==> src/rtl/pacman_pkg.sv <==
// Shared encodings for the Pacman controller and datapath: FSM states,
// joystick codes, register select codes and the default screen extent.
package pacman_pkg;

    typedef enum logic [2:0] {
        ST_IDLE,
        ST_INIT,
        ST_DRAW,
        ST_LOAD_T,
        ST_WAIT,
        ST_ERASE,
        ST_TURN,
        ST_MOVE
    } state_t;

    localparam logic [1:0] DIR_UP    = 2'd0;
    localparam logic [1:0] DIR_DOWN  = 2'd1;
    localparam logic [1:0] DIR_LEFT  = 2'd2;
    localparam logic [1:0] DIR_RIGHT = 2'd3;

    localparam logic [1:0] SEL_POS_LOAD = 2'd0;
    localparam logic [1:0] SEL_POS_INC  = 2'd1;
    localparam logic [1:0] SEL_POS_DEC  = 2'd2;
    localparam logic [1:0] SEL_POS_HOLD = 2'd3;

    localparam logic [1:0] SEL_DIR_DEFAULT = 2'd0;
    localparam logic [1:0] SEL_DIR_INPUT   = 2'd1;

    localparam logic [1:0] SEL_TMR_LOAD = 2'd0;
    localparam logic [1:0] SEL_TMR_DEC  = 2'd1;

    localparam logic [1:0] COL_BLACK  = 2'd0;
    localparam logic [1:0] COL_PACMAN = 2'd1;
    localparam logic [1:0] COL_BG     = 2'd2;

    localparam logic [7:0] PKG_X_MAX = 8'd159;
    localparam logic [6:0] PKG_Y_MAX = 7'd119;

endpackage

==> src/rtl/pacman_controller.sv <==
// Frame sequencer for the Pacman datapath: draw, wait on timer, erase, latch
// joystick, step one pixel with edge clamping. Outputs decode from registered state.
module pacman_controller
    import pacman_pkg::*;
#(
    parameter logic [7:0] X_MAX = PKG_X_MAX,
    parameter logic [6:0] Y_MAX = PKG_Y_MAX
) (
    input  logic       clk,
    input  logic       reset,
    input  logic       startGame,
    input  logic [1:0] direction,
    input  logic       timer_done,
    input  logic [7:0] x_pos,
    input  logic [6:0] y_pos,
    output logic       en_x_position,
    output logic [1:0] s_x_position,
    output logic       en_y_position,
    output logic [1:0] s_y_position,
    output logic       en_direction,
    output logic [1:0] s_direction,
    output logic       en_timer,
    output logic [1:0] s_timer,
    output logic [1:0] s_plot_color,
    output logic       plot
);

    state_t     r_state;
    state_t     w_next;
    logic [1:0] r_dir_q;

    logic w_at_left;
    logic w_at_right;
    logic w_at_top;
    logic w_at_bottom;

    assign w_at_left   = (x_pos == 8'd0);
    assign w_at_right  = (x_pos >= X_MAX);
    assign w_at_top    = (y_pos == 7'd0);
    assign w_at_bottom = (y_pos >= Y_MAX);

    always_ff @(posedge clk) begin
        if (reset) begin
            r_state <= ST_IDLE;
            r_dir_q <= DIR_RIGHT;
        end else begin
            r_state <= w_next;
            if (r_state == ST_INIT) begin
                r_dir_q <= DIR_RIGHT;
            end else if (r_state == ST_TURN) begin
                r_dir_q <= direction;
            end
        end
    end

    always_comb begin
        w_next        = r_state;
        en_x_position = 1'b0;
        s_x_position  = SEL_POS_LOAD;
        en_y_position = 1'b0;
        s_y_position  = SEL_POS_LOAD;
        en_direction  = 1'b0;
        s_direction   = SEL_DIR_DEFAULT;
        en_timer      = 1'b0;
        s_timer       = SEL_TMR_LOAD;
        s_plot_color  = COL_BLACK;
        plot          = 1'b0;

        case (r_state)
            ST_IDLE: begin
                if (startGame) w_next = ST_INIT;
            end
            ST_INIT: begin
                en_x_position = 1'b1;
                en_y_position = 1'b1;
                en_direction  = 1'b1;
                w_next        = ST_DRAW;
            end
            ST_DRAW: begin
                plot         = 1'b1;
                s_plot_color = COL_PACMAN;
                w_next       = ST_LOAD_T;
            end
            ST_LOAD_T: begin
                en_timer = 1'b1;
                w_next   = ST_WAIT;
            end
            ST_WAIT: begin
                if (timer_done) begin
                    w_next = ST_ERASE;
                end else begin
                    en_timer = 1'b1;
                    s_timer  = SEL_TMR_DEC;
                end
            end
            ST_ERASE: begin
                plot   = 1'b1;
                w_next = ST_TURN;
            end
            ST_TURN: begin
                en_direction = 1'b1;
                s_direction  = SEL_DIR_INPUT;
                w_next       = ST_MOVE;
            end
            ST_MOVE: begin
                // At a screen edge nothing is enabled, so the sprite is redrawn in place.
                case (r_dir_q)
                    DIR_UP: if (!w_at_top) begin
                        en_y_position = 1'b1;
                        s_y_position  = SEL_POS_DEC;
                    end
                    DIR_DOWN: if (!w_at_bottom) begin
                        en_y_position = 1'b1;
                        s_y_position  = SEL_POS_INC;
                    end
                    DIR_LEFT: if (!w_at_left) begin
                        en_x_position = 1'b1;
                        s_x_position  = SEL_POS_DEC;
                    end
                    default: if (!w_at_right) begin
                        en_x_position = 1'b1;
                        s_x_position  = SEL_POS_INC;
                    end
                endcase
                w_next = ST_DRAW;
            end
            default: w_next = ST_IDLE;
        endcase
    end

endmodule
==> config.mk <==
export PLATFORM = sky130hd
export DESIGN_NAME = pacman_controller
export DESIGN_NICKNAME = d
export VERILOG_FILES = /design/src/rtl/pacman_pkg.sv /design/src/rtl/pacman_controller.sv
export SDC_FILE = /design/constraint.sdc
export NUM_CORES = 1
export LEC_CHECK = 0
export BUFFER_PORTS_ARGS = -buffer_cell sky130_fd_sc_hd__buf_2
export CORE_AREA = 2 2 39 41
export DETAILED_ROUTE_END_ITERATION = 7
export DIE_AREA = 0 0 41 43
export GPL_ROUTABILITY_DRIVEN = 0
export GPL_TIMING_DRIVEN = 0
export MAX_ROUTING_LAYER = met4
export PLACE_DENSITY = 0.82
export REMOVE_ABC_BUFFERS = 1
export SYNTH_ARGS = -nofsm -noshare
export SYNTH_HDL_FRONTEND = slang
export SYNTH_SLANG_ARGS = --single-unit
==> constraint.sdc <==
create_clock -name clk -period 1.8 [get_ports clk]
set_input_delay 0.36 -clock clk [delete_from_list [all_inputs] [get_ports clk]]
set_output_delay 0.36 -clock clk [all_outputs]
set_load 0.01 [all_outputs]
==> results.md <==
* Mapped Cells at 58
* Non-Filler Instances at 106
* Row count at 14
* Layout fillers at ~160
* Grt total ovfl at 0
* Hold Vio Cnt, Final at 0
* Clock sinks at 5
* Synth area leaders: dfxtp_1, buf_4, nand2_1
* Setup violators final at 0
* Fin Hold WS at ~0.34 ns
* Clock Tree Buf Depth at 2
* Fin crit share at 99.1%
* Final design utilization at 45.3%
* Yosys reg bits at 5
* H-Tree Depth at 1
* Number of synthesized flops with an enable pin at 0
* Worst stage delay on the critical path at ~0.54 ns
* Clk Latency, worst-skew pair at 0.24 ns
* Die H at 43 microns
* Unrepaired setup endpoints after global routing: true
* Via/cell ratio at 5.16
* Initial antenna violation count at 0
* Hold crit path type: in -> reg
* Power Density at ~570 nW/um^2
* Die Area at around 1800 sq um
* Number of buffers created by CTS at 3
* Port Buf Inserts at 32
* Layout Nets at 112
* Status: finished, final reports clean
* VDD IR max at 0.518 mV
* CTS clk-pin slew, worst paths at around 0.040 ns
* I/O pins at 36
* Initial core utilization at 31.6%
* Synth top area share at a little under a quarter
* Post-CTS Setup Inserts at 0
* Avg Synthesized Cell Area at 7.55 sq um
* Placeable core region at between 1000 and 1500 sq um
* Diode count at 0
* Synth area leader: dfxtp_1
* CP required at around 1.4 ns
* WP buf/inv at 2
* CTS tree: yes
* Final wirelength at roughly 1.1 mm
* Max-slew violations at 0
* Post-route minimum period at roughly 1.8 ns
* DRC viols at 0
* Critical Path Source Type: input port
* Setup TNS at 0 ns
* Layout cells sized above 1 at 45.6%
* Starting DRT DRC Count at 7
* CP Max Fanout at 2
* Critical path endpoint category: output pin
* Die width at 41 microns
* Reg2reg setup slack at 0.67 ns
* Ys flop type: dfxtp_1
* Gr usage total at 12.7%
* Via count at roughly 550
* CP max-delay cell: or4_4
* Final ANT Viol Nets at 0
* Routed len/inst at ~11 microns
* DRT Pass-1 Iters at 4
* Crit-path cells: buf_6 -> or4_4 -> nor4_4 -> o311ai_1 -> buf_2
* Area Overhead vs Synth at 43.1%
* Clock Root Buffer: clkbuf_4
* Critical path class: in -> out
* List of most frequent post-synthesis cells: nand2_1, dfxtp_1, nor2_1
* Crit path max-delay family: simple AND/OR/NAND/NOR gates
* Placed cells at 102
* First-pass GRT wire length at between 1.5 and 2 mm
* Most frequent cell after synthesis: nand2_1
* # Max-Cap Violations at 0
* Arr. time, crit path at 1.42 ns
* Post-detail-place hpwl at around 930 microns
* Largest net degree at the start of global routing at 15
* Setup Skew at 0.00438 ns
* Mapped Area at around 440 sq um
* Synth async-reset ratio at 0%
* Leakage at about 0.31 nW
* Yosys warns at 0
* Number of global-route vias before repair at between 400 and 500
* Achievable frequency at 561 MHz
* Synth unique cells at 30
* Sequential fraction of the synthesis area at roughly 23%
cell families after synthesis:
kind of cell / Yosys count / share of synthesized area [%]
buf+inv: 8 / 10.3
simple gates: 30 / 43.1
compound gates: 13 / 20.9
xor+xnor: 1 / 2.00
flops: 5 / 22.9
other cells: 1 / 0.856
registers in the layout, summed over array words and instances, names as in the netlist:
name     count
r_dir_q      2
r_state      3
placed cells by master (no fill, tap or decap), drive strengths merged:
cell type  instances
nor4b              1
o211ai             3
conb               3
dfxtp              5
nor2b              1
inv                2
or4                1
nand2b             1
nand2              6
and4b              1
or2                1
xor2               1
o21ai              4
nand3              1
a221oi             2
nor3b              1
buf               32
nor2               5
a31oi              1
nor4               3
clkbuf             4
nand4b             1
nor3               3
a211o              1
nand3b             1
o311ai             1
a211oi             1
and3b              1
nand4              2
final timing paths:
| path | startpoint | to | cells past startpoint |
|---|---|---|---|
| setup / recovery | y_pos[0] | en_y_position | 5 |
| hold / removal | reset | r_state[2]$_SDFFE_PP0P_ | 2 |
| setup reg to reg | r_state[0]$_SDFFE_PP0P_ | r_dir_q[1]$_SDFFE_PP1P_ | 3 |
| hold reg to reg | r_state[0]$_SDFFE_PP0P_ | r_dir_q[0]$_SDFFE_PP1P_ | 2 |
report_power, final:
group	internal (mW)	switching (mW)
Sequential	0.118	0.0174
Clock	0.0838	0.0464
Combinational	0.0456	0.0452
area by class of cell:
| type | count | area, sq um | area share [%] |
|---|---|---|---|
| clock buffers | 4 | 26.3 | 4.19 |
| multi-input cells | 47 | 300 | 47.9 |
| inverters | 2 | 7.51 | 1.20 |
| flip-flops and latches | 5 | 106 | 17.0 |
| repair buffers | 32 | 166 | 26.5 |
| well taps | 16 | 20.0 | 3.19 |
layer usage:
metal / wire [microns] / global-route usage (%)
met5: 0 / -
met4: 0 / 2.00
met3: 116 / 4.71
met2: 601 / 22.5
met1: 417 / 12.6
repair_timing:
action                     CTS  global route
hold buffers                 0             0
gates resized for setup      4             1
gates cloned                 0             0
setup endpoints to repair    4             2
metrics by stage:
| stage | total power [mW] | setup slack, ns | cell area (sq um) |
|---|---|---|---|
| 2_1_floorplan | 0.176 | 0.201 | 408 |
| 3_3_place_gp | 0.225 | 0.000893 | 588 |
| 3_5_place_dp | 0.228 | -0.0114 | 588 |
| 4_1_cts | 0.363 | 0.00348 | 624 |
| 5_1_grt | 0.380 | -0.0335 | 627 |
| 6_report | 0.356 | 0.0170 | 627 |
Note: power is estimated with default switching activity, not from simulation.
